--- src/rtl/clk_gate_pkg.sv ---
// Shared definitions for the clock-gate enable sequencer.
package clk_gate_pkg;

  localparam int FSM_W        = 3;
  localparam int WAKE_LAT_DEF = 3;

  typedef enum logic [FSM_W-1:0] {
    OFF   = 3'd0,
    WAKE  = 3'd1,
    ON    = 3'd2,
    IDLE  = 3'd3,
    DRAIN = 3'd4
  } gate_state_e;

  // Larger of two integers, used for elaboration-time width sizing.
  function automatic int max_int(input int a, input int b);
    if (a > b) begin
      return a;
    end else begin
      return b;
    end
  endfunction

endpackage

--- src/rtl/clk_gate_timer.sv ---
// Loadable down-counter shared by the wake, idle and drain phases.
// Load takes priority over decrement; decrement stops at zero.
module clk_gate_timer #(
  parameter int W = 8
) (
  input  logic         clk,
  input  logic         rst_n,
  input  logic         load,
  input  logic [W-1:0] load_val,
  input  logic         dec,
  output logic         zero
);

  logic [W-1:0] cnt_r;

  // Count register: load a new interval or step toward zero.
  always_ff @(posedge clk or negedge rst_n) begin
    if (!rst_n) begin
      cnt_r <= '0;
    end else if (load) begin
      cnt_r <= load_val;
    end else if (dec && (cnt_r != '0)) begin
      cnt_r <= cnt_r - W'(1);
    end else begin
      cnt_r <= cnt_r;
    end
  end

  assign zero = (cnt_r == '0);

endmodule

--- src/rtl/clk_gate_ctrl.sv ---
// Sequencer driving the enable of the synchronized clock-gating cell.
// Merges wake requests, applies idle hysteresis and hides the gate
// latency behind per-requester acks.
// Optional statistics counters: define CLK_GATE_CTRL_STAT_EN.
module clk_gate_ctrl
  import clk_gate_pkg::*;
#(
  parameter int REQ_NUM    = 4,
  parameter int IDLE_CNT_W = 8,
  parameter int WAKE_LAT   = WAKE_LAT_DEF
) (
  input  logic                  clk,
  input  logic                  rst_n,
  input  logic [REQ_NUM-1:0]    req,
  output logic [REQ_NUM-1:0]    ack,
  input  logic                  force_on,
  input  logic [IDLE_CNT_W-1:0] idle_thresh,
  output logic                  active,
  output logic                  clk_on,
  output logic [FSM_W-1:0]      fsm_state
`ifdef CLK_GATE_CTRL_STAT_EN
  ,
  output logic [15:0]           wake_cnt,
  output logic [31:0]           on_cyc
`endif
);

  // Timer must hold both idle_thresh-1 and WAKE_LAT-1.
  localparam int TW = max_int(max_int(IDLE_CNT_W, $clog2(WAKE_LAT)), 1);
  localparam logic [TW-1:0] WAKE_LOAD = TW'(WAKE_LAT - 1);

  gate_state_e   state_r;
  logic          active_r;
  logic          clk_on_r;
  logic          any_req_s;
  logic          tmr_load_s;
  logic [TW-1:0] tmr_val_s;
  logic          tmr_dec_s;
  logic          tmr_zero_s;
  logic [TW-1:0] idle_load_s;

  assign any_req_s   = (|req) | force_on;
  assign idle_load_s = TW'(idle_thresh) - TW'(1);

  // Timer control: load on phase entry, decrement while a phase runs.
  always_comb begin
    tmr_load_s = 1'b0;
    tmr_val_s  = WAKE_LOAD;
    tmr_dec_s  = 1'b0;
    case (state_r)
      OFF: begin
        if (any_req_s) begin
          tmr_load_s = 1'b1;
        end else begin
          tmr_load_s = 1'b0;
        end
      end
      WAKE: begin
        tmr_dec_s = 1'b1;
      end
      ON: begin
        if (!any_req_s) begin
          tmr_load_s = 1'b1;
          if (idle_thresh == '0) begin
            tmr_val_s = WAKE_LOAD;
          end else begin
            tmr_val_s = idle_load_s;
          end
        end else begin
          tmr_load_s = 1'b0;
        end
      end
      IDLE: begin
        if (any_req_s) begin
          tmr_load_s = 1'b0;
        end else if (tmr_zero_s) begin
          tmr_load_s = 1'b1;
        end else begin
          tmr_dec_s = 1'b1;
        end
      end
      DRAIN: begin
        tmr_dec_s = 1'b1;
      end
      default: begin
        tmr_load_s = 1'b0;
      end
    endcase
  end

  clk_gate_timer #(
    .W (TW)
  ) u_timer (
    .clk      (clk),
    .rst_n    (rst_n),
    .load     (tmr_load_s),
    .load_val (tmr_val_s),
    .dec      (tmr_dec_s),
    .zero     (tmr_zero_s)
  );

  // Main sequencer; active and clk_on are registered with the next state.
  always_ff @(posedge clk or negedge rst_n) begin
    if (!rst_n) begin
      state_r  <= OFF;
      active_r <= 1'b0;
      clk_on_r <= 1'b0;
    end else begin
      case (state_r)
        OFF: begin
          if (any_req_s) begin
            state_r  <= WAKE;
            active_r <= 1'b1;
            clk_on_r <= 1'b0;
          end else begin
            state_r  <= OFF;
            active_r <= 1'b0;
            clk_on_r <= 1'b0;
          end
        end
        WAKE: begin
          // Requests dropping here are ignored; the wake always completes.
          if (tmr_zero_s) begin
            state_r  <= ON;
            active_r <= 1'b1;
            clk_on_r <= 1'b1;
          end else begin
            state_r  <= WAKE;
            active_r <= 1'b1;
            clk_on_r <= 1'b0;
          end
        end
        ON: begin
          if (any_req_s) begin
            state_r  <= ON;
            active_r <= 1'b1;
            clk_on_r <= 1'b1;
          end else if (idle_thresh == '0) begin
            state_r  <= DRAIN;
            active_r <= 1'b0;
            clk_on_r <= 1'b0;
          end else begin
            state_r  <= IDLE;
            active_r <= 1'b1;
            clk_on_r <= 1'b1;
          end
        end
        IDLE: begin
          // A request arriving on the expiry cycle still wins.
          if (any_req_s) begin
            state_r  <= ON;
            active_r <= 1'b1;
            clk_on_r <= 1'b1;
          end else if (tmr_zero_s) begin
            state_r  <= DRAIN;
            active_r <= 1'b0;
            clk_on_r <= 1'b0;
          end else begin
            state_r  <= IDLE;
            active_r <= 1'b1;
            clk_on_r <= 1'b1;
          end
        end
        DRAIN: begin
          // Requests stay pending until the gate is fully off.
          if (tmr_zero_s) begin
            state_r  <= OFF;
            active_r <= 1'b0;
            clk_on_r <= 1'b0;
          end else begin
            state_r  <= DRAIN;
            active_r <= 1'b0;
            clk_on_r <= 1'b0;
          end
        end
        default: begin
          state_r  <= OFF;
          active_r <= 1'b0;
          clk_on_r <= 1'b0;
        end
      endcase
    end
  end

  assign active    = active_r;
  assign clk_on    = clk_on_r;
  assign fsm_state = state_r;
  assign ack       = req & {REQ_NUM{clk_on_r}};

`ifdef CLK_GATE_CTRL_STAT_EN
  logic [15:0] wake_cnt_r;
  logic [31:0] on_cyc_r;

  // Saturating counters of wake-ups and enabled cycles.
  always_ff @(posedge clk or negedge rst_n) begin
    if (!rst_n) begin
      wake_cnt_r <= 16'd0;
      on_cyc_r   <= 32'd0;
    end else begin
      if ((state_r == OFF) && any_req_s && (wake_cnt_r != 16'hFFFF)) begin
        wake_cnt_r <= wake_cnt_r + 16'd1;
      end else begin
        wake_cnt_r <= wake_cnt_r;
      end
      if (active_r && (on_cyc_r != 32'hFFFF_FFFF)) begin
        on_cyc_r <= on_cyc_r + 32'd1;
      end else begin
        on_cyc_r <= on_cyc_r;
      end
    end
  end

  assign wake_cnt = wake_cnt_r;
  assign on_cyc   = on_cyc_r;
`endif

endmodule
--- config.mk ---
export PLATFORM = sky130hd
export DESIGN_NAME = clk_gate_ctrl
export DESIGN_NICKNAME = d
export VERILOG_FILES = /design/src/rtl/clk_gate_pkg.sv /design/src/rtl/clk_gate_timer.sv /design/src/rtl/clk_gate_ctrl.sv
export SDC_FILE = /design/constraint.sdc
export NUM_CORES = 1
export LEC_CHECK = 0
export CORE_AREA = 2 2 54 56
export DETAILED_ROUTE_END_ITERATION = 8
export DIE_AREA = 0 0 56 58
export MAX_ROUTING_LAYER = met4
export PLACE_DENSITY_LB_ADDON = 0.3
export SYNTH_ARGS = -nofsm -noshare
export SYNTH_HDL_FRONTEND = slang
export SYNTH_SLANG_ARGS = --single-unit
--- constraint.sdc ---
create_clock -name clk -period 4.3 [get_ports clk]
set_clock_uncertainty 0.1 [all_clocks]
set_input_delay 1.29 -clock clk [delete_from_list [all_inputs] [get_ports clk]]
set_output_delay 1.29 -clock clk [all_outputs]
set_load 0.01 [all_outputs]
# Word level (Yosys, flattened, before mapping)
# Cells that the tools add are included.
# word_totals
input_bits	15
reg_bits	13
elab_cells	46
output_inout_bits	9
# op_classes
n_eq_ne	4
n_bitwise	2
reduce_logical	8
add_sub_neg	2
mux	26
# ops
cell	count
two-way mux 8 bit	5
logical NOT 8 bit	2
subtractor 8 x 1 -> 8 bit (second input constant)	2
two-way mux 3 bit	5
one-hot mux 3 bit (5 select lines)	1
two-way mux 1 bit	10
nonzero test 8 bit	1
== test 3 x 2 -> 1 bit (second input constant)	2
one-hot mux 1 bit (3 select lines)	2
bitwise AND 4 bit	1
one-hot mux 1 bit (4 select lines)	1
OR reduction 4 bit	1
== test 3 x 1 -> 1 bit (second input constant)	1
== test 3 bit (second input constant)	1
logical NOT 3 bit	1
two-way mux 2 bit	1
one-hot mux 1 bit (2 select lines)	1
nonzero test 2 bit	1
OR reduction 2 bit	1
logical AND 1 bit	1
OR 1 bit	1

# Logic depth before layout (Yosys ltp)
# Gate-level depths: netlist (run 1).
# logic_depth
ltp_word	7
ltp_mapped	9
mapped_depth_nobuf	8

# Cells and area by module
# Synthesis (run 1) repeated with hierarchy kept, for this count alone.
# hier_totals
cells_unflattened	131
area_unflattened_um2	1102.3
# modules_own_cells
mod	seq_area_each_um2	area_per_inst_um2	instances	cells_per_inst
clk_gate_ctrl	125.1	574.3	1	73
clk_gate_timer	200.2	528.0	1	58

# Least setup slack after synthesis (run 1)
# No wires, ideal clock.
# synth_timing
kind	input port to output port
from	in req[0]
to	out ack[0]
setup_slack_ns	1.474
n_path_buf	0
t_arrival_ns	1.436
stages	1
required_ns	2.910
path_cell_list	and2_1
# synth_via
elab_chain_cells	1
# synth_rtl
element	line_no	source
start: declaration	clk_gate_ctrl.sv:14	input logic [REQ_NUM-1:0] req,
bitwise AND 4 bit	clk_gate_ctrl.sv:188	assign ack = req & {REQ_NUM{clk_on_r}};
end: declaration	clk_gate_ctrl.sv:15	output logic [REQ_NUM-1:0] ack,
# Every way passes these cells.

# Worst setup path after layout (run 1)
# layout_timing
from	in req[1]
to	out ack[1]
# The elaborated chain is that of the path after synthesis.

==> impl_metrics.toml, run 1 <==
[status]
status = "finished clean"

[global_routing]
grt_pass1_vias = 904
gr-usage-all-layers_pct = 15.1
grt_antenna_before_repair = 0
maximum_number_of_pins_on_one_net_before_global_route_repair = 14
grt_overflow_total = 0
grt_pass1_wl_um = 3910

[setup_path]
crit_path_most_repeated_cell = "sky130_fd_sc_hd__clkdlybuf4s50_1"
critPathKind = "in -> out"
max_stage_delay_ps = 530
worst_setup_path_end_kind = "output pin"
cp_slowest_cell = "sky130_fd_sc_hd__clkdlybuf4s50_1"
cp_cell_sequence = "clkdlybuf4s50_1 -> and2_1 -> clkdlybuf4s50_1"
worst-endpoint-required_ps = 2910
maximum_fanout_encountered_on_the_critical_timing_path = 2
cp-start-kind = "primary input"
cp.arrival_ps = 2460

[timing]
worst_slew_margin_rel_pct = 60.7
grt_setup_unrepaired = "false"
worstMarginPinSlew_ps = 587
maxClockFrequency_ghz = 0.260
final_hold_violating_endpoints = 0
timing_max_transition_violations_final = 0
number_of_endpoints_failing_setup_at_the_final_stage = 0
tns_setup_ps = 0
period_share_pct = 89.5
period_needed_ps = 3850

[detailed_routing]
post-route-drc-count = 0
routed-via-count = 949
drt-wirelength-per-cell_um = 13.1
initialDrtViolationCount = 33
ant_nets = 0
post_drt_via_cell_ratio = 5.49
routed_wirelength_um = 2260
dr.pass1.iters = 4

[placed_design]
post-dp-hpwl_um = 1810
io_buffers = 23
place.gp.congestion = 0.841
place_inst = 169

[clock_network]
worst_skew_pair.late_latency_ps = 270
cts.sinks = 13
post-cts-setup-buffer-count = 0
tritoncts.num_buffers = 3
cts_tree = "done"
ctsLongestPathBuffers = 2
clockRootBuffer = "sky130_fd_sc_hd__clkbuf_4"
post_cts_resized = 0
postCtsHoldBufs = 0
htree_levels = 1
worst_setup_hold_path_clk_slew_ps = 80

[finish]
post_route_cells_drive_above_1_share_pct = 9.86
layout.cells.non_filler = 173
areaGrowthSynthToFinish_pct = 26.1
number_of_fillers_in_the_final_layout = 248
nNetsFinal = 161
num_antenna_cells = 0

[die]
die_outline_area_mm2 = 0.00325
fp.dieH_um = 58
floorplan.initialDensity_pct = 38.4
num_rows = 19
die_width_um = 56
number_of_placed_i_o_pins = 24
coreArea_mm2 = 0.00266

[logic_synthesis]
post_synth.cell_area_avg_um2 = 8.59
postSynthRegisterBits = 13
syn_nets = 137
netlist-cell-type-count = 42
mappedNetlistArea_mm2 = 0.00102
proportion_of_register_bits_with_asynchronous_set_or_reset_after_synthesis_pct = 100
synthesis.yosys.warnings = 0
postSynthCellCount = 119
postSynth.topFlopCell = "sky130_fd_sc_hd__dfrtp_1"
synth-edff-count = 0
ys_seq_area_share_pct = 31.8

[pwr]
power_density_mw_per_mm2 = 475
p_leak_nw = 0.527
max-vdd-ir-drop_v = 0.000237

[job]
maxcap_violations = 0

[worst_hold_path]
worstHoldPathType = "reg -> reg"
[synthesized netlist by cell type, types with 2 or more instances]
master	instances	area share, %
sky130_fd_sc_hd__buf_2	2	0.98
sky130_fd_sc_hd__o21ai_0	2	0.98
sky130_fd_sc_hd__nand3_1	5	2.4
sky130_fd_sc_hd__o22ai_1	5	3.1
sky130_fd_sc_hd__dfrtp_1	13	32
sky130_fd_sc_hd__nor4b_1	2	1.7
sky130_fd_sc_hd__xnor2_1	5	4.3
sky130_fd_sc_hd__nor4_1	2	1.2
sky130_fd_sc_hd__inv_1	7	2.6
sky130_fd_sc_hd__and3_1	3	1.8
sky130_fd_sc_hd__and2_1	5	3.1
sky130_fd_sc_hd__nand4_1	2	1.2
sky130_fd_sc_hd__o211ai_1	2	1.5
sky130_fd_sc_hd__nand2b_1	3	1.8
sky130_fd_sc_hd__nor2_1	12	4.4
sky130_fd_sc_hd__ha_1	3	3.7
sky130_fd_sc_hd__nor3_1	3	1.5
sky130_fd_sc_hd__xor2_1	4	3.4
sky130_fd_sc_hd__a21oi_1	4	2.0
sky130_fd_sc_hd__nand2_1	13	4.8
[per-layer routing]
layer / vias to the layer above / track usage, % / part of all wire, %
li1: 475 / - / -
met1: 449 / 18.0 / 45
met2: 23 / 27.7 / 50
met3: 2 / 0.446 / 3.9
met4: 0 / 5.10 / 0.84
met5: - / - / 0
[where the power goes]
part           total [mW]  internal, mW  switching (mW)
registers           0.221         0.161          0.0598
clock network      0.0766        0.0359          0.0407
logic               0.315         0.166           0.148
[sequential cells by signal, indices dropped and copies added, names as in the netlist]
| signal | cells |
|---|---|
| active | 1 |
| clk_on | 1 |
| fsm_state | 3 |
| u_timer.cnt_r | 8 |
[metrics by stage]
step / hold WS (ps) / cell area [µm²] / total power, mW / util [%] / worst slack (ps)
finish: 445 / 1290 / 0.612 / 48.4 / 450
global route: 465 / 1290 / 0.660 / 48.4 / 408
CTS: 449 / 1290 / 0.616 / 48.4 / 437
detailed placement: 427 / 1260 / 0.538 / 47.4 / 443
global placement: 419 / 1260 / 0.529 / 47.4 / 483
floorplan: 398 / 1020 / 0.437 / - / 1470
[logic make-up (layout without fill, tap and decap cells)]
family	Yosys count	after routing	share of synthesized area (%)
adders and majority gates	3	3	3.67
DFF	13	13	31.8
buffers and inverters	11	34	5.39
and+or+nand+nor	57	57	31.5
muxes	1	1	1.10
xor gates and xnor gates	9	9	7.71
AOI/OAI and AO/OA	25	25	18.9
[area by class of cell]
type	instances	area, µm²	share of cell area (%)
inverters	7	26.3	2.04
multi-input cells	95	642	49.8
well taps	31	38.8	3.01
repair buffers	23	230	17.9
clock buffers	4	26.3	2.04
flip-flops and latches	13	325	25.2
[final timing paths]
| kind | start | endpoint | slack (ps) | cells after the start |
|---|---|---|---|---|
| min in group asynchronous | rst_n | fsm_state[1] | 1280 | 1 |
| max | req[1] | ack[1] | 450 | 3 |
| max reg2reg | u_timer.cnt_r[0] | u_timer.cnt_r[4] | 1940 | 7 |
| min | u_timer.cnt_r[1] | u_timer.cnt_r[1] | 440 | 1 |
| max in group asynchronous | rst_n | u_timer.cnt_r[0] | 2430 | 1 |
| min reg2reg | u_timer.cnt_r[1] | u_timer.cnt_r[1] | 440 | 1 |
[placed cells by master, fill, tap and decap left out, types with 3 or more instances in the layout]
master                             n
sky130_fd_sc_hd__clkdlybuf4s50_1  23
sky130_fd_sc_hd__nand2_1          13
sky130_fd_sc_hd__dfrtp_1          13
sky130_fd_sc_hd__nor2_1           12
sky130_fd_sc_hd__inv_1             7
sky130_fd_sc_hd__xnor2_1           5
sky130_fd_sc_hd__nand3_1           5
sky130_fd_sc_hd__and2_1            5
sky130_fd_sc_hd__o22ai_1           5
sky130_fd_sc_hd__a21oi_1           4
sky130_fd_sc_hd__xor2_1            4
sky130_fd_sc_hd__nor3_1            3
sky130_fd_sc_hd__and3_1            3
sky130_fd_sc_hd__nand2b_1          3
sky130_fd_sc_hd__ha_1              3
sky130_fd_sc_hd__clkbuf_4          3
[worst max-delay path: cells and delay by family]
family                 cells  cell delay [ps]
buffers and inverters      2             1030
AND/OR/NAND/NOR            1              140
Note: power is estimated with default switching activity, not from simulation.
==> run 2: changes to the inputs <==
SLEW_MARGIN = 20   (was unset)
==> results of run 2 <==
No change in the layout: final DEF, timing and power equal those of run 1.
==> run 3: changes to the inputs <==
CORE_AREA = 5 5 57 59   (was 2 2 54 56)
DIE_AREA = 0 0 62 64   (was 0 0 56 58)
==> run 3 against run 2 <==
Effect of this change: critical path depth unchanged; clock power up 1%; worst hold slack lost 4.0 ps; total power is 0.19% higher; routed wire length is 4.8% higher; die area up 22%; first-iteration DRC count is 6.1% lower; non-clock buffer count unchanged; critical endpoint is now ack[0].
==> impl_metrics.toml, run 3 (synthesized netlist as in run 1, its figures left out) <==
[timing]
number_of_endpoints_failing_setup_at_the_final_stage = 0
final_hold_violating_endpoints = 0
worst_slew_margin_rel_pct = 58.8
timing_max_transition_violations_final = 0
period_share_pct = 89.0
grt_setup_unrepaired = "false"
period_needed_ps = 3830
tns_setup_ps = 0
postLayoutSetupSlackWorst_ps = 472
maxClockFrequency_ghz = 0.261
worstMarginPinSlew_ps = 617

[clock_network]
cts.sinks = 13
htree_levels = 1
post-cts-setup-buffer-count = 0
post_cts_resized = 0
ctsLongestPathBuffers = 2
cts_tree = "done"
tritoncts.num_buffers = 3
clockRootBuffer = "sky130_fd_sc_hd__clkbuf_4"
worst_setup_hold_path_clk_slew_ps = 80
worst_skew_pair.late_latency_ps = 280
postCtsHoldBufs = 0

[global_routing]
grt_overflow_total = 0
grt_pass1_wl_um = 4040
maximum_number_of_pins_on_one_net_before_global_route_repair = 14
grt_antenna_before_repair = 0
grt_pass1_vias = 979
gr-usage-all-layers_pct = 13.4

[placed_design]
io_buffers = 23
post-dp-hpwl_um = 1880
place.gp.congestion = 0.830
placement.setup.worst_slack_ps = 464

[worst_hold_path]
worstHoldPathType = "reg -> reg"
min_from = "u_timer.cnt_r[1]"
worst_hold_endpoint = "u_timer.cnt_r[1]"
min_delay_path_depth = 1

[pwr]
max-vdd-ir-drop_v = 0.000266
power_density_mw_per_mm2 = 476
p_leak_nw = 0.527

[detailed_routing]
post_drt_via_cell_ratio = 5.49
initialDrtViolationCount = 31
post-route-drc-count = 0
dr.pass1.iters = 4
drt-wirelength-per-cell_um = 13.7
routed_wirelength_um = 2370
routed-via-count = 949
ant_nets = 0

[setup_path]
reg2reg_setup_slack_ps = 1940
maximum_fanout_encountered_on_the_critical_timing_path = 2
cp.arrival_ps = 2440
r2r-start = "u_timer.cnt_r[0]"
worst_setup_path_end_kind = "output pin"
worst-endpoint-required_ps = 2910
timing.reg2reg.worst_path_depth = 7
critPathKind = "in -> out"
reg2reg_to = "u_timer.cnt_r[4]"
cp-start-kind = "primary input"

[finish]
nNetsFinal = 161
post_route_cells_drive_above_1_share_pct = 9.86
most-common-layout-cells = "23 x sky130_fd_sc_hd__clkdlybuf4s50_1, 13 x sky130_fd_sc_hd__nand2_1, 13 x sky130_fd_sc_hd__dfrtp_1"
largest_register_ffs = 8
top_register = "u_timer.cnt_r"
number_of_fillers_in_the_final_layout = 279
num_antenna_cells = 0
most_common_cell_after_layout_fill_and_taps_aside = "sky130_fd_sc_hd__clkdlybuf4s50_1"
areaGrowthSynthToFinish_pct = 26.1
final_core_util_pct = 48.4

[die]
number_of_placed_i_o_pins = 24
die_outline_area_mm2 = 0.00397
floorplan.initialDensity_pct = 38.4
coreArea_mm2 = 0.00266
fp.dieH_um = 64
die_width_um = 62
num_rows = 19

[job]
maxcap_violations = 0

[status]
status = "finished clean"
## run 3: cell counts in the layout (fill, tap and decap cells not counted)
Identical to the previous run, type by type.
## run 3: how the worst max path moves through the flow
stage            from  endpoint  slack (ps)  cells past startpoint
2_1_floorplan  req[0]    ack[0]        1470                      1
3_3_place_gp   req[0]    ack[0]         480                      3
3_5_place_dp   req[1]    ack[1]         460                      3
4_1_cts        req[1]    ack[1]         460                      3
5_1_grt        req[1]    ack[1]         410                      3
6_report       req[0]    ack[0]         470                      3
## run 3: metal layers
layer | track usage [%] | wire length [µm] | share of wire [%]
met1 | 16.6 | 1030 | 43
met2 | 21.4 | 1160 | 49
met3 | 1.21 | 144 | 6.1
met4 | 6.10 | 41 | 1.7
met5 | - | 0 | 0
## run 3: stage by stage
step / hold slack (ps) / power (mW) / instance area (µm²) / cells
5_1_grt: 462 / 0.665 / 1290 / 173
4_1_cts: 443 / 0.615 / 1290 / 173
3_5_place_dp: 425 / 0.537 / 1260 / 169
6_report: 441 / 0.613 / 1290 / 173
2_1_floorplan: 398 / 0.437 / 1020 / 119
3_3_place_gp: 421 / 0.529 / 1260 / 169
## run 3: area by class of cell
class                           count  area [µm²]  area share (%)
Inverter                            7        26.3            2.04
Clock buffer                        4        26.3            2.04
Timing Repair Buffer               23         230            17.9
Multi-Input combinational cell     95         642            49.8
Tap cell                           31        38.8            3.01
Sequential cell                    13         325            25.2
## run 3: power breakdown
| part | internal, mW | total [mW] | leakage, nW | switching (mW) |
|---|---|---|---|---|
| combinational | 0.166 | 0.316 | 0.354 | 0.149 |
| sequential | 0.161 | 0.220 | 0.159 | 0.0590 |
| clock | 0.0359 | 0.0774 | 0.0150 | 0.0414 |
| total | 0.363 | 0.613 | 0.527 | 0.250 |
## run 3: critical path: stages
cell and delay, ps:
sky130_fd_sc_hd__clkdlybuf4s50_1 500, sky130_fd_sc_hd__and2_1 130, sky130_fd_sc_hd__clkdlybuf4s50_1 520
